## src/rtl/collision_monitor.sv

```systemverilog
// Frame-sequential collision monitor: scans one obstacle slot per clock against the
// plane's bounding box and runs the lives / grace / game-over life cycle.
module collision_monitor #(
    parameter int COORD_W      = 10,
    parameter int NUM_OBJ      = 4,
    parameter int HALF_W       = 6,
    parameter int PLANE_X      = 80,
    parameter int PLANE_HALF   = 8,
    parameter int LIVES        = 3,
    parameter int GRACE_FRAMES = 60,
    localparam int IDX_W       = (NUM_OBJ > 1) ? $clog2(NUM_OBJ) : 1
) (
    input  logic                        clk,
    input  logic                        resetn,
    input  logic                        start,
    input  logic                        frame_tick,
    input  logic [COORD_W-1:0]          plane_y,
    input  logic [NUM_OBJ*COORD_W-1:0]  obj_x,
    input  logic [NUM_OBJ*COORD_W-1:0]  obj_y,
    input  logic [NUM_OBJ*HALF_W-1:0]   obj_hw,
    input  logic [NUM_OBJ*HALF_W-1:0]   obj_hh,
    input  logic [NUM_OBJ-1:0]          obj_valid,
    output logic                        crash_pulse,
    output logic [IDX_W-1:0]            hit_index,
    output logic [2:0]                  lives,
    output logic                        invulnerable,
    output logic                        game_over,
    output logic                        frame_done,
    output logic                        overrun
);

    localparam logic [2:0] S_IDLE  = 3'd0;
    localparam logic [2:0] S_ARMED = 3'd1;
    localparam logic [2:0] S_SCAN  = 3'd2;
    localparam logic [2:0] S_GRACE = 3'd3;
    localparam logic [2:0] S_OVER  = 3'd4;

    localparam int W2   = COORD_W + 2;
    localparam int GC_W = $clog2(GRACE_FRAMES + 1);

    localparam logic [IDX_W-1:0] LAST_IDX   = IDX_W'(NUM_OBJ - 1);
    localparam logic [2:0]       LIVES_INIT = 3'(LIVES);
    localparam logic [GC_W-1:0]  GRACE_INIT = GC_W'(GRACE_FRAMES);
    localparam logic [W2-1:0]    PX         = W2'(PLANE_X);
    localparam logic [W2-1:0]    PH         = W2'(PLANE_HALF);

    logic [2:0]                 r_state;
    logic [IDX_W-1:0]           r_idx;
    logic [GC_W-1:0]            r_grace;
    logic [2:0]                 r_lives;
    logic                       r_crash;
    logic [IDX_W-1:0]           r_hit_idx;
    logic                       r_invuln;
    logic                       r_over;
    logic                       r_done;
    logic                       r_overrun;
    logic [COORD_W-1:0]         r_plane_y;
    logic [NUM_OBJ*COORD_W-1:0] r_obj_x;
    logic [NUM_OBJ*COORD_W-1:0] r_obj_y;
    logic [NUM_OBJ*HALF_W-1:0]  r_obj_hw;
    logic [NUM_OBJ*HALF_W-1:0]  r_obj_hh;
    logic [NUM_OBJ-1:0]         r_obj_valid;

    logic [COORD_W-1:0] w_ox;
    logic [COORD_W-1:0] w_oy;
    logic [HALF_W-1:0]  w_hw;
    logic [HALF_W-1:0]  w_hh;
    logic               w_valid;
    logic               w_x_hit;
    logic               w_y_hit;
    logic               w_hit;
    logic [2:0]         w_lives_dec;

    assign w_ox    = r_obj_x[r_idx*COORD_W +: COORD_W];
    assign w_oy    = r_obj_y[r_idx*COORD_W +: COORD_W];
    assign w_hw    = r_obj_hw[r_idx*HALF_W +: HALF_W];
    assign w_hh    = r_obj_hh[r_idx*HALF_W +: HALF_W];
    assign w_valid = r_obj_valid[r_idx];

    // Both sides of each comparison are sums only, so nothing wraps at screen edges.
    assign w_x_hit = (PX + PH + W2'(w_hw) >= W2'(w_ox)) &&
                     (W2'(w_ox) + W2'(w_hw) + PH >= PX);
    assign w_y_hit = (W2'(r_plane_y) + PH + W2'(w_hh) >= W2'(w_oy)) &&
                     (W2'(w_oy) + W2'(w_hh) + PH >= W2'(r_plane_y));
    assign w_hit   = w_valid && w_x_hit && w_y_hit;

    assign w_lives_dec = r_lives - 3'd1;

    always_ff @(posedge clk or negedge resetn) begin
        if (!resetn) begin
            r_state     <= S_IDLE;
            r_idx       <= '0;
            r_grace     <= '0;
            r_lives     <= LIVES_INIT;
            r_crash     <= 1'b0;
            r_hit_idx   <= '0;
            r_invuln    <= 1'b0;
            r_over      <= 1'b0;
            r_done      <= 1'b0;
            r_overrun   <= 1'b0;
            r_plane_y   <= '0;
            r_obj_x     <= '0;
            r_obj_y     <= '0;
            r_obj_hw    <= '0;
            r_obj_hh    <= '0;
            r_obj_valid <= '0;
        end else begin
            r_crash <= 1'b0;
            r_done  <= 1'b0;
            // start wins over any tick or hit in the same cycle
            if (start) begin
                r_state   <= S_ARMED;
                r_lives   <= LIVES_INIT;
                r_overrun <= 1'b0;
                r_grace   <= '0;
                r_idx     <= '0;
                r_invuln  <= 1'b0;
                r_over    <= 1'b0;
            end else begin
                case (r_state)
                    S_ARMED: begin
                        if (frame_tick) begin
                            r_state     <= S_SCAN;
                            r_idx       <= '0;
                            r_plane_y   <= plane_y;
                            r_obj_x     <= obj_x;
                            r_obj_y     <= obj_y;
                            r_obj_hw    <= obj_hw;
                            r_obj_hh    <= obj_hh;
                            r_obj_valid <= obj_valid;
                        end
                    end
                    S_SCAN: begin
                        if (frame_tick) begin
                            r_overrun <= 1'b1;
                        end
                        if (w_hit) begin
                            r_crash   <= 1'b1;
                            r_hit_idx <= r_idx;
                            r_lives   <= w_lives_dec;
                            r_idx     <= '0;
                            if (w_lives_dec == 3'd0) begin
                                r_state <= S_OVER;
                                r_over  <= 1'b1;
                            end else begin
                                r_state  <= S_GRACE;
                                r_grace  <= GRACE_INIT;
                                r_invuln <= 1'b1;
                            end
                        end else if (r_idx == LAST_IDX) begin
                            r_done  <= 1'b1;
                            r_state <= S_ARMED;
                            r_idx   <= '0;
                        end else begin
                            r_idx <= r_idx + 1'b1;
                        end
                    end
                    S_GRACE: begin
                        if (frame_tick) begin
                            if (r_grace <= GC_W'(1)) begin
                                r_grace  <= '0;
                                r_state  <= S_ARMED;
                                r_invuln <= 1'b0;
                            end else begin
                                r_grace <= r_grace - GC_W'(1);
                            end
                        end
                    end
                    default: begin
                    end
                endcase
            end
        end
    end

    assign crash_pulse  = r_crash;
    assign hit_index    = r_hit_idx;
    assign lives        = r_lives;
    assign invulnerable = r_invuln;
    assign game_over    = r_over;
    assign frame_done   = r_done;
    assign overrun      = r_overrun;

endmodule

```

## config.mk

```make
export PLATFORM = sky130hd
export DESIGN_NAME = collision_monitor
export DESIGN_NICKNAME = d
export VERILOG_FILES = /design/src/rtl/collision_monitor.sv
export SDC_FILE = /design/constraint.sdc
export NUM_CORES = 1
export LEC_CHECK = 0
export CAP_MARGIN = 15
export CELL_PAD_IN_SITES_DETAIL_PLACEMENT = 2
export CELL_PAD_IN_SITES_GLOBAL_PLACEMENT = 2
export CORE_ASPECT_RATIO = 0.75
export CORE_MARGIN = 1.5
export CORE_UTILIZATION = 39
export DETAILED_ROUTE_END_ITERATION = 6
export PLACE_DENSITY_LB_ADDON = 0.05
export SLEW_MARGIN = 10
export SYNTH_ARGS = -nofsm -noshare
export SYNTH_HDL_FRONTEND = slang
export SYNTH_SLANG_ARGS = --single-unit
export TNS_END_PERCENT = 5
```

## constraint.sdc

```tcl
create_clock -name clk -period 9.65 [get_ports clk]
set_input_delay 1.93 -clock clk [delete_from_list [all_inputs] [get_ports clk]]
set_output_delay 1.93 -clock clk [all_outputs]
set_load 0.05 [all_outputs]
```

==> flow_summary.yaml, run 1 <==
yosys:
  synth_compound_area_share_pct: 7.81
  ys.flop_type: "dfrtp_1"
  synth_enable_flop_cells: 0
  synth_top_family_by_area: "multiplexers"
  synth_top_cell_by_area: "dfrtp_1"
  syn_area_per_cell_um2: 12.4
  seq_area_frac_synth_pct: 45.7
  synth_most_common_cell: "dfrtp_1"
  synthAdderAreaFrac_pct: 10.6
  synthXorXnorAreaFrac_pct: 1.47
  ys_async_sr_fraction_pct: 100
  yosys.area_share.simple_pct: 5.50
  synth_fp_nets: 937
  ys_ff_latch: 163
  syn_area_um2: 8920
  synthCells: 717
  yosysUniqueCellTypes: 63
  synth.area.top_cells: "dfrtp_1, mux2_1, ha_1, mux4_2, inv_1"
  synth_top_cells_by_count: "dfrtp_1, mux2_1, ha_1, inv_1, nor2_1"
  synthMuxAreaShare_pct: 24.8
  yosysTopAreaCellShare_pct: 45.1
  yosys_warnings: 0
clock_network:
  postCtsResizedCells: 0
  numClockSinks: 163
  root_buffer: "clkbuf_16"
  cts_tree: "built"
  post_cts_buffers: 0
  clk_latency_ps: 440
  holdBufCountCts: 0
  htree_levels: 4
  clk_path_buf_depth: 2
  clk_pin_slew_ps: 70
  cts_made_buffers: 17
worst_setup_path:
  critPathCapture: "r_grace[2]$_DFFE_PN0P_"
  timing.rr.end: "r_grace[2]$_DFFE_PN0P_"
  end_kind: "flip-flop"
  reg2reg_slack_ps: 3690
  r2r-start: "r_idx[0]$_DFFE_PN0P_"
  path_cells: "buf_4 > mux4_2 > ha_1 > ha_1 > fa_1 > a21o_1 > a21oi_1 > o21bai_1 > a21oi_1 > xnor2_1 > ha_1 > and3_1 > a221oi_1 > o21ai_0 > a21oi_1 > a211oi_2 > a21oi_1 > or2_1 > o21ai_1"
  cp_num_cells: 19
  startpoint_type: "flip-flop"
  reg2reg_depth: 19
  cp_slowest_cell: "dfrtp_2"
  critPathMostFrequentCell: "a21oi_1"
  crit_family: "compound AO/OA/AOI/OAI gates"
  worstSetupPathType: "reg2reg"
  cp_num_buf_inv: 1
  critPathMaxFanout: 23
  required_ps: 9960
  cp.arrival_ps: 6280
  cp-startpoint: "r_idx[0]$_DFFE_PN0P_"
  critPathMaxStageDelay_ps: 670
sta:
  rsz0062_at_grt: "false"
  worst_slew_pin_slew_ps: 1090
  min_period_ps: 5960
  setup_viol: 0
  setup_tns_ps: 0
  slew_violations: 0
  fin_skew_ps: 9.80
  timing.fmax_ghz: 0.168
  slew_headroom_pct: 27.7
  finalCritPeriodShare_pct: 61.8
  layout_setup_ws_ps: 3690
  hold_viol: 0
floorplanning:
  rows: 47
  die_h_um: 134
  initial_core_util_pct: 40.1
  die-area_um2: 23800
  die_w_um: 178
  core_area_um2: 22200
  io_pins: 156
place:
  dp_slack_ps: 3720
  gp_congestion: 0.811
  io_buffers: 155
  hpwlAfterDp_mm: 19.1
global_route:
  grt_pass1_wl_mm: 40.8
  antenna_found_initial: 7
  grt_pass1_vias: 7344
  grt_overflow_total: 0
  grt_max_degree: 106
  grt_use_total_pct: 23.0
run_status:
  status: "finished clean"
finish:
  drive_gt1_share_pct: 11.1
  regArea_um2: 4080
  final_core_util_pct: 50.8
  syn2layout_area_growth_pct: 26.6
  nNetsFinal: 1086
  n_fill_cell: 2146
  multi_input_area_um2: 4490
job:
  maxCapViolations: 0
drt:
  wl_mm: 25.4
  ant_nets: 0
  drt_iter0_markers: 203
  dr.pass1.iters: 4
  vias: 6186
  wl_per_cell_um: 21.6
  drc_errors: 0
  vias_per_cell: 5.27
power:
  power-per-cell-area_nw_per_um2: 341
  ir_drop_uv: 149
  p_leak_nw: 4.92
min_path:
  min-delay-start: "r_obj_x[17]$_DFFE_PN0P_"
  hp-class: "reg2reg"
## layer usage
metal  GRT usage [%]  vias to the layer above  routed length [um]
li1                -                     2878                   -
met1            29.7                     3146               11700
met2            37.7                      124               12000
met3            7.11                       30                1300
met4            5.28                        8                 276
met5               0                        -                  55
## layout make-up
| class | count | share of cell area, % |
|---|---|---|
| Clock inverter | 13 | 0.941 |
| Antenna cell | 1 | 0.0221 |
| Timing Repair Buffer | 160 | 14.1 |
| Tap cell | 294 | 3.25 |
| Inverter | 61 | 2.03 |
| Sequential cell | 163 | 36.1 |
| Clock buffer | 19 | 3.83 |
| Multi-Input combinational cell | 463 | 39.7 |
## flip-flops by register name, indices dropped and copies added, names as in the netlist, 2 cells and up
| register | cells |
|---|---|
| hit_index | 2 |
| lives | 3 |
| r_grace | 6 |
| r_idx | 2 |
| r_obj_hh | 24 |
| r_obj_hw | 24 |
| r_obj_valid | 4 |
| r_obj_x | 40 |
| r_obj_y | 40 |
| r_plane_y | 10 |
| r_state | 3 |
## logic make-up (layout without fill, tap and decap cells)
| family | Yosys count | count (layout) |
|---|---|---|
| buffers and inverters | 91 | 253 |
| AND/OR/NAND/NOR | 98 | 98 |
| AO/OA/AOI/OAI | 108 | 108 |
| other | 0 | 1 |
| XOR/XNOR | 15 | 15 |
| multiplexers | 168 | 168 |
| flip-flops | 163 | 163 |
| adder cells (fa/ha/maj) | 74 | 74 |
## layout by cell type (no fill, tap or decap), drive strengths merged, types with 2 or more instances in the layout
| cell type | instances |
|---|---|
| nor2b | 4 |
| dfstp | 2 |
| o211ai | 2 |
| nor3 | 7 |
| o21bai | 2 |
| fa | 3 |
| nor4b | 4 |
| clkinv | 10 |
| clkdlybuf4s50 | 154 |
| nand3 | 8 |
| and3 | 3 |
| mux2 | 137 |
| nor2 | 30 |
| o21ai | 30 |
| buf | 6 |
| inv | 64 |
| a211o | 2 |
| a21o | 13 |
| dfrtp | 161 |
| a31oi | 6 |
| mux2i | 2 |
| mux4 | 29 |
| ha | 71 |
| clkbuf | 19 |
| o31ai | 3 |
| xnor2 | 13 |
| and2 | 2 |
| nand2 | 27 |
| nand2b | 5 |
| xor2 | 2 |
| o21a | 3 |
| or3 | 2 |
| a211oi | 8 |
| a21oi | 25 |
## per-stage QoR
stage / cell area [um^2] / instances / hold slack (ps) / total power [mW]
2_1_floorplan: 8920 / 717 / 450 / 2.59
3_3_place_gp: 10800 / 1141 / 463 / 3.04
3_5_place_dp: 10800 / 1141 / 469 / 3.22
4_1_cts: 11300 / 1173 / 489 / 3.91
5_1_grt: 11300 / 1173 / 499 / 4.22
6_report: 11300 / 1174 / 486 / 3.86
## worst min path at each step
stage / endpoint / slack (ps) / depth (start not counted)
after global routing: r_obj_x[17]$_DFFE_PN0P_ / 500 / 1
after global placement: r_obj_hw[4]$_DFFE_PN0P_ / 460 / 1
after CTS: r_obj_hw[21]$_DFFE_PN0P_ / 490 / 1
after floorplan: r_obj_y[9]$_DFFE_PN0P_ / 450 / 1
after detailed placement: r_obj_hh[16]$_DFFE_PN0P_ / 470 / 1
final: r_obj_x[17]$_DFFE_PN0P_ / 490 / 1
## report_power, final
part	switching [mW]	total [mW]	internal, mW
Sequential	0.202	1.20	1.00
Clock	0.307	0.641	0.335
Combinational	1.03	2.01	0.980
Power figures use the tool's default switching activity.
==> inputs of run 2 (changes only) <==
--- a/config.mk
+++ b/config.mk
@@ -10,7 +10,7 @@
 export CELL_PAD_IN_SITES_GLOBAL_PLACEMENT = 2
 export CORE_ASPECT_RATIO = 0.75
 export CORE_MARGIN = 1.5
-export CORE_UTILIZATION = 39
+export CORE_UTILIZATION = 36
 export DETAILED_ROUTE_END_ITERATION = 6
 export PLACE_DENSITY_LB_ADDON = 0.05
 export SLEW_MARGIN = 10
==> constraint.sdc (replaced) <==
create_clock -name clk -period 5.75 [get_ports clk]
set_input_delay 1.15 -clock clk [delete_from_list [all_inputs] [get_ports clk]]
set_output_delay 1.15 -clock clk [all_outputs]
set_load 0.05 [all_outputs]
==> run 2 against run 1 <==
Effect of this change:
- highest routed layer unchanged
- non-clock buffer count rose by 1
- maximum frequency rose by 13%
- sequential share of layout area is 0.27 points lower
- die area is 8.2% higher
- setup slack got worse by 3200 ps
- clock power up 73%
- global-route usage decreased by 1.3 points
- via count up 1.5%
- first-iteration DRC count grew 2.0%
- critical path type unchanged
- count of clock-buffer cells in the layout rose by 1
- sequential cell count stayed put
==> flow_summary.yaml, run 2 (synthesis gave the netlist of run 1 again) <==
run_status:
  status: "finished clean"
finish:
  final_cell_mix: "dfrtp_1, clkdlybuf4s50_1, mux2_1"
  multi_input_area_um2: 4490
  nNetsFinal: 1087
  regArea_um2: 4090
  top_regs: "r_obj_x (40), r_obj_y (40)"
  drive_gt1_share_pct: 11.4
  final_common_cell: "dfrtp_1"
  design_area_um2: 11400
  syn2layout_area_growth_pct: 27.7
  n_fill_cell: 2421
  final_core_util_pct: 47.2
sta:
  rsz0062_at_grt: "false"
  timing.hold.ws_ps: 487
  worst_slew_pin_slew_ps: 871
  hold_viol: 0
  fin_skew_ps: 8.16
  slew_violations: 0
  timing.fmax_ghz: 0.189
  setup_viol: 0
  setup_tns_ps: 0
  min_period_ps: 5280
  slew_headroom_pct: 41.9
  finalCritPeriodShare_pct: 91.8
min_path:
  hp-class: "reg2reg"
  hold_depth: 1
  worstHoldEndpoint: "r_obj_y[35]$_DFFE_PN0P_"
  min-delay-start: "r_obj_y[35]$_DFFE_PN0P_"
worst_setup_path:
  timing.rr.end: "r_state[0]$_DFFE_PN0P_"
  cp.arrival_ps: 5560
  cp_slowest_cell: "dfrtp_4"
  required_ps: 6030
  critPathMaxFanout: 14
  path_cells: "mux4_2 > ha_1 > ha_1 > fa_1 > a21o_1 > a21oi_1 > o21bai_1 > a21oi_1 > xnor2_1 > ha_1 > and3_1 > a221oi_1 > o21ai_0 > a21oi_1 > nand2_1 > and2_4 > or3_4 > o2bb2ai_1"
  worstSetupPathType: "reg2reg"
  reg2reg_depth: 18
  crit_family: "compound AO/OA/AOI/OAI gates"
  end_kind: "flip-flop"
  reg2reg_slack_ps: 470
  critPathMaxStageDelay_ps: 620
  startpoint_type: "flip-flop"
  r2r-start: "r_idx[0]$_DFFE_PN0P_"
  cp_num_buf_inv: 0
global_route:
  grt_pass1_wl_mm: 41.9
  grt_max_degree: 154
  grt_use_total_pct: 21.7
  antenna_found_initial: 5
  grt_overflow_total: 0
  grt_pass1_vias: 7430
floorplanning:
  die_w_um: 185
  rows: 49
  initial_core_util_pct: 36.9
  die-area_um2: 25800
  io_pins: 156
  die_h_um: 139
  core_area_um2: 24200
clock_network:
  clk_latency_ps: 430
  clk_pin_slew_ps: 70
  post_cts_buffers: 0
  numClockSinks: 163
  postCtsResizedCells: 0
  cts_tree: "built"
  clk_path_buf_depth: 2
  cts_made_buffers: 17
  root_buffer: "clkbuf_16"
  htree_levels: 4
  holdBufCountCts: 0
drt:
  wl_mm: 26.0
  wl_per_cell_um: 21.5
  drt_iter0_markers: 207
  dr.pass1.iters: 4
  drc_errors: 0
  vias_per_cell: 5.18
  ant_nets: 0
  vias: 6276
power:
  p_leak_nw: 4.93
  total_power_mw: 6.55
  ir_drop_uv: 255
  power-per-cell-area_nw_per_um2: 575
place:
  dpl_cell_area_um2: 10800
  hpwlAfterDp_mm: 19.5
  io_buffers: 155
  gp_congestion: 0.799
job:
  maxCapViolations: 0
==> run 2: changes by cell type in the layout (fill, tap and decap cells not counted), sizes merged <==
cell	change
clkinvlp	+1
clkinv	-5
diode	+1
buf	+1
inv	+2
clkbuf	+1
==> run 2: through the flow <==
stage	setup WS [ps]	std cells
detailed placement	449	1179
finish	470	1212
global route	82.0	1212
floorplan	367	717
CTS	322	1210
global placement	618	1179
==> run 2: final cells by class <==
cell class	count	area share [%]
Antenna cell	2	0.0439
Clock buffer	20	4.10
Clock inverter	11	0.813
Inverter	61	2.01
Multi-Input combinational cell	463	39.4
Sequential cell	163	35.9
Tap cell	331	3.63
Timing Repair Buffer	161	14.1
==> run 2: how the worst max path moves through the flow <==
stage,from,endpoint,cells past startpoint
6_report,r_idx[0]$_DFFE_PN0P_,r_state[0]$_DFFE_PN0P_,18
5_1_grt,r_idx[0]$_DFFE_PN0P_,r_grace[2]$_DFFE_PN0P_,18
4_1_cts,r_idx[0]$_DFFE_PN0P_,r_state[0]$_DFFE_PN0P_,18
3_5_place_dp,r_idx[0]$_DFFE_PN0P_,r_state[0]$_DFFE_PN0P_,18
3_3_place_gp,r_idx[0]$_DFFE_PN0P_,r_state[0]$_DFFE_PN0P_,18
2_1_floorplan,r_idx[0]$_DFFE_PN0P_,r_state[0]$_DFFE_PN0P_,21
==> run 2: layer usage <==
metal,global-route usage [%],up-vias,share of wire [%]
met5,0,-,0.15
met4,4.96,6,1.1
met3,5.68,26,4.5
met2,35.0,108,47
met1,29.1,3263,47
li1,-,2873,-
==> run 2: power by group <==
part	leakage (nW)	total, mW	internal [mW]	switching (mW)
sequential	1.95	2.03	1.68	0.351
combinational	2.70	3.40	1.65	1.76
clock	0.277	1.11	0.596	0.517
total	4.93	6.55	3.92	2.62
==> inputs of run 3 (changes only) <==
--- a/config.mk
+++ b/config.mk
@@ -6,11 +6,11 @@
 export NUM_CORES = 1
 export LEC_CHECK = 0
 export CAP_MARGIN = 15
-export CELL_PAD_IN_SITES_DETAIL_PLACEMENT = 2
-export CELL_PAD_IN_SITES_GLOBAL_PLACEMENT = 2
+export CELL_PAD_IN_SITES_DETAIL_PLACEMENT = 1
+export CELL_PAD_IN_SITES_GLOBAL_PLACEMENT = 1
 export CORE_ASPECT_RATIO = 0.75
 export CORE_MARGIN = 1.5
-export CORE_UTILIZATION = 36
+export CORE_UTILIZATION = 43
 export DETAILED_ROUTE_END_ITERATION = 6
 export PLACE_DENSITY_LB_ADDON = 0.05
 export SLEW_MARGIN = 10
==> run 3 against run 2 <==
Effect of this change:
- power about the same
- die area fell by 16%
- wire length is 13% lower
- cell area is 0.16% lower
- setup slack got worse by 110 ps
- combinational power decreased by 2%
- register-to-register slack got worse by 110 ps
- critical path depth unchanged
- clock power is 9.9% higher
- sequential share of layout area is essentially flat
- cell count down 6.2%
- sequential power is essentially flat
- largest power group unchanged
==> flow_summary.yaml, run 3 (synthesis gave the netlist of run 1 again) <==
drt:
  wl_mm: 22.7
  drt_iter0_markers: 244
  drc_errors: 0
  vias_per_cell: 5.45
  vias: 6193
  dr.pass1.iters: 4
  ant_nets: 0
  wl_per_cell_um: 19.9
worst_setup_path:
  end_kind: "flip-flop"
  required_ps: 6060
  critPathMaxFanout: 15
  timing.rr.end: "r_grace[2]$_DFFE_PN0P_"
  cp.arrival_ps: 5710
  startpoint_type: "flip-flop"
  r2r-start: "r_idx[0]$_DFFE_PN0P_"
  reg2reg_slack_ps: 360
  reg2reg_depth: 18
  worstSetupPathType: "reg2reg"
min_path:
  worstHoldEndpoint: "r_obj_y[29]$_DFFE_PN0P_"
  hold_depth: 1
  hp-class: "reg2reg"
  min-delay-start: "r_obj_y[29]$_DFFE_PN0P_"
global_route:
  grt_use_total_pct: 22.4
  grt_pass1_vias: 6901
  antenna_found_initial: 0
  grt_max_degree: 154
  grt_pass1_wl_mm: 37.0
  grt_overflow_total: 0
finish:
  nNetsFinal: 1086
  syn2layout_area_growth_pct: 27.5
  design_area_um2: 11400
  drive_gt1_share_pct: 11.4
  multi_input_area_um2: 4490
  final_cell_mix: "dfrtp_1, clkdlybuf4s50_1, mux2_1"
  fin_cells: 1137
  n_fill_cell: 2065
  antenna_cells: 0
  regArea_um2: 4080
  final_common_cell: "dfrtp_1"
  top_regs: "r_obj_x (40), r_obj_y (40)"
sta:
  rsz0062_at_grt: "false"
  worst_slew_pin_slew_ps: 913
  setup_tns_ps: 0
  setup_viol: 0
  finalCritPeriodShare_pct: 93.8
  hold_viol: 0
  fin_skew_ps: 16.1
  timing.fmax_ghz: 0.185
  slew_violations: 0
  min_period_ps: 5390
  slew_headroom_pct: 39.1
power:
  p_leak_nw: 4.96
  total_power_mw: 6.55
  power-per-cell-area_nw_per_um2: 576
  ir_drop_uv: 237
place:
  dpl_cell_area_um2: 10700
  gp_congestion: 0.831
  dp_cells: 1105
  io_buffers: 155
  hpwlAfterDp_mm: 17.0
floorplanning:
  die_h_um: 128
  rows: 45
  die_w_um: 169
  die-area_um2: 21600
  initial_core_util_pct: 44.0
  core_area_um2: 20300
  io_pins: 156
clock_network:
  clk_latency_ps: 440
  htree_levels: 4
  root_buffer: "clkbuf_16"
  clk_path_buf_depth: 2
  numClockSinks: 163
  postCtsResizedCells: 0
  post_cts_buffers: 0
  clk_pin_slew_ps: 70
  holdBufCountCts: 0
  cts_made_buffers: 17
  cts_tree: "built"
job:
  maxCapViolations: 0
run_status:
  status: "finished clean"
## run 3: worst max-delay path by stage
stage,startpoint,to,slack (ps),cells after the start
floorplan,r_idx[0]$_DFFE_PN0P_,r_state[0]$_DFFE_PN0P_,370,21
global placement,r_idx[0]$_DFFE_PN0P_,r_state[0]$_DFFE_PN0P_,590,18
detailed placement,r_idx[0]$_DFFE_PN0P_,r_state[0]$_DFFE_PN0P_,400,18
CTS,r_idx[0]$_DFFE_PN0P_,r_state[0]$_DFFE_PN0P_,380,18
global route,r_idx[0]$_DFFE_PN0P_,r_grace[5]$_DFFE_PN0P_,30,18
finish,r_idx[0]$_DFFE_PN0P_,r_grace[2]$_DFFE_PN0P_,360,18
## run 3: cell type report
class | instances | share of cell area [%]
repair buffers | 160 | 14.1
multi-input cells | 463 | 39.5
clock inverters | 15 | 1.95
well taps | 258 | 2.84
flip-flops and latches | 163 | 35.9
inverters | 61 | 2.01
clock buffers | 17 | 3.74
## run 3: per-stage QoR
step	worst slack [ps]	util, %	hold slack, ps
global route	32.8	56.1	498
detailed placement	398	52.9	472
finish	358	56.1	483
CTS	376	56.1	489
global placement	588	52.9	464
floorplan	367	-	450
## run 3: metal layers
metal | up-vias | GRT usage, % | share of wire (%)
li1 | 2880 | - | -
met1 | 3184 | 29.7 | 46
met2 | 112 | 37.7 | 49
met3 | 17 | 4.57 | 3.9
met4 | 0 | 5.93 | 1.0
met5 | - | 0 | 0
## run 3: report_power, final
group          leakage [nW]  internal [mW]  switching, mW  total (mW)
clock network         0.311          0.617          0.605        1.22
logic                  2.70           1.64           1.68        3.32
registers              1.95           1.68          0.333        2.01
## run 3: worst max-delay path, cell delays in order, from the launching register on
cell,delay (ps)
dfrtp_2,720
mux4_2,610
ha_1,310
ha_1,260
fa_1,430
a21o_1,200
a21oi_1,240
o21bai_1,90
a21oi_1,250
xnor2_1,170
ha_1,280
and3_1,190
a221oi_1,240
o21ai_0,130
a21oi_1,220
a211oi_2,120
a21oi_1,470
or2_1,230
o21ai_1,80
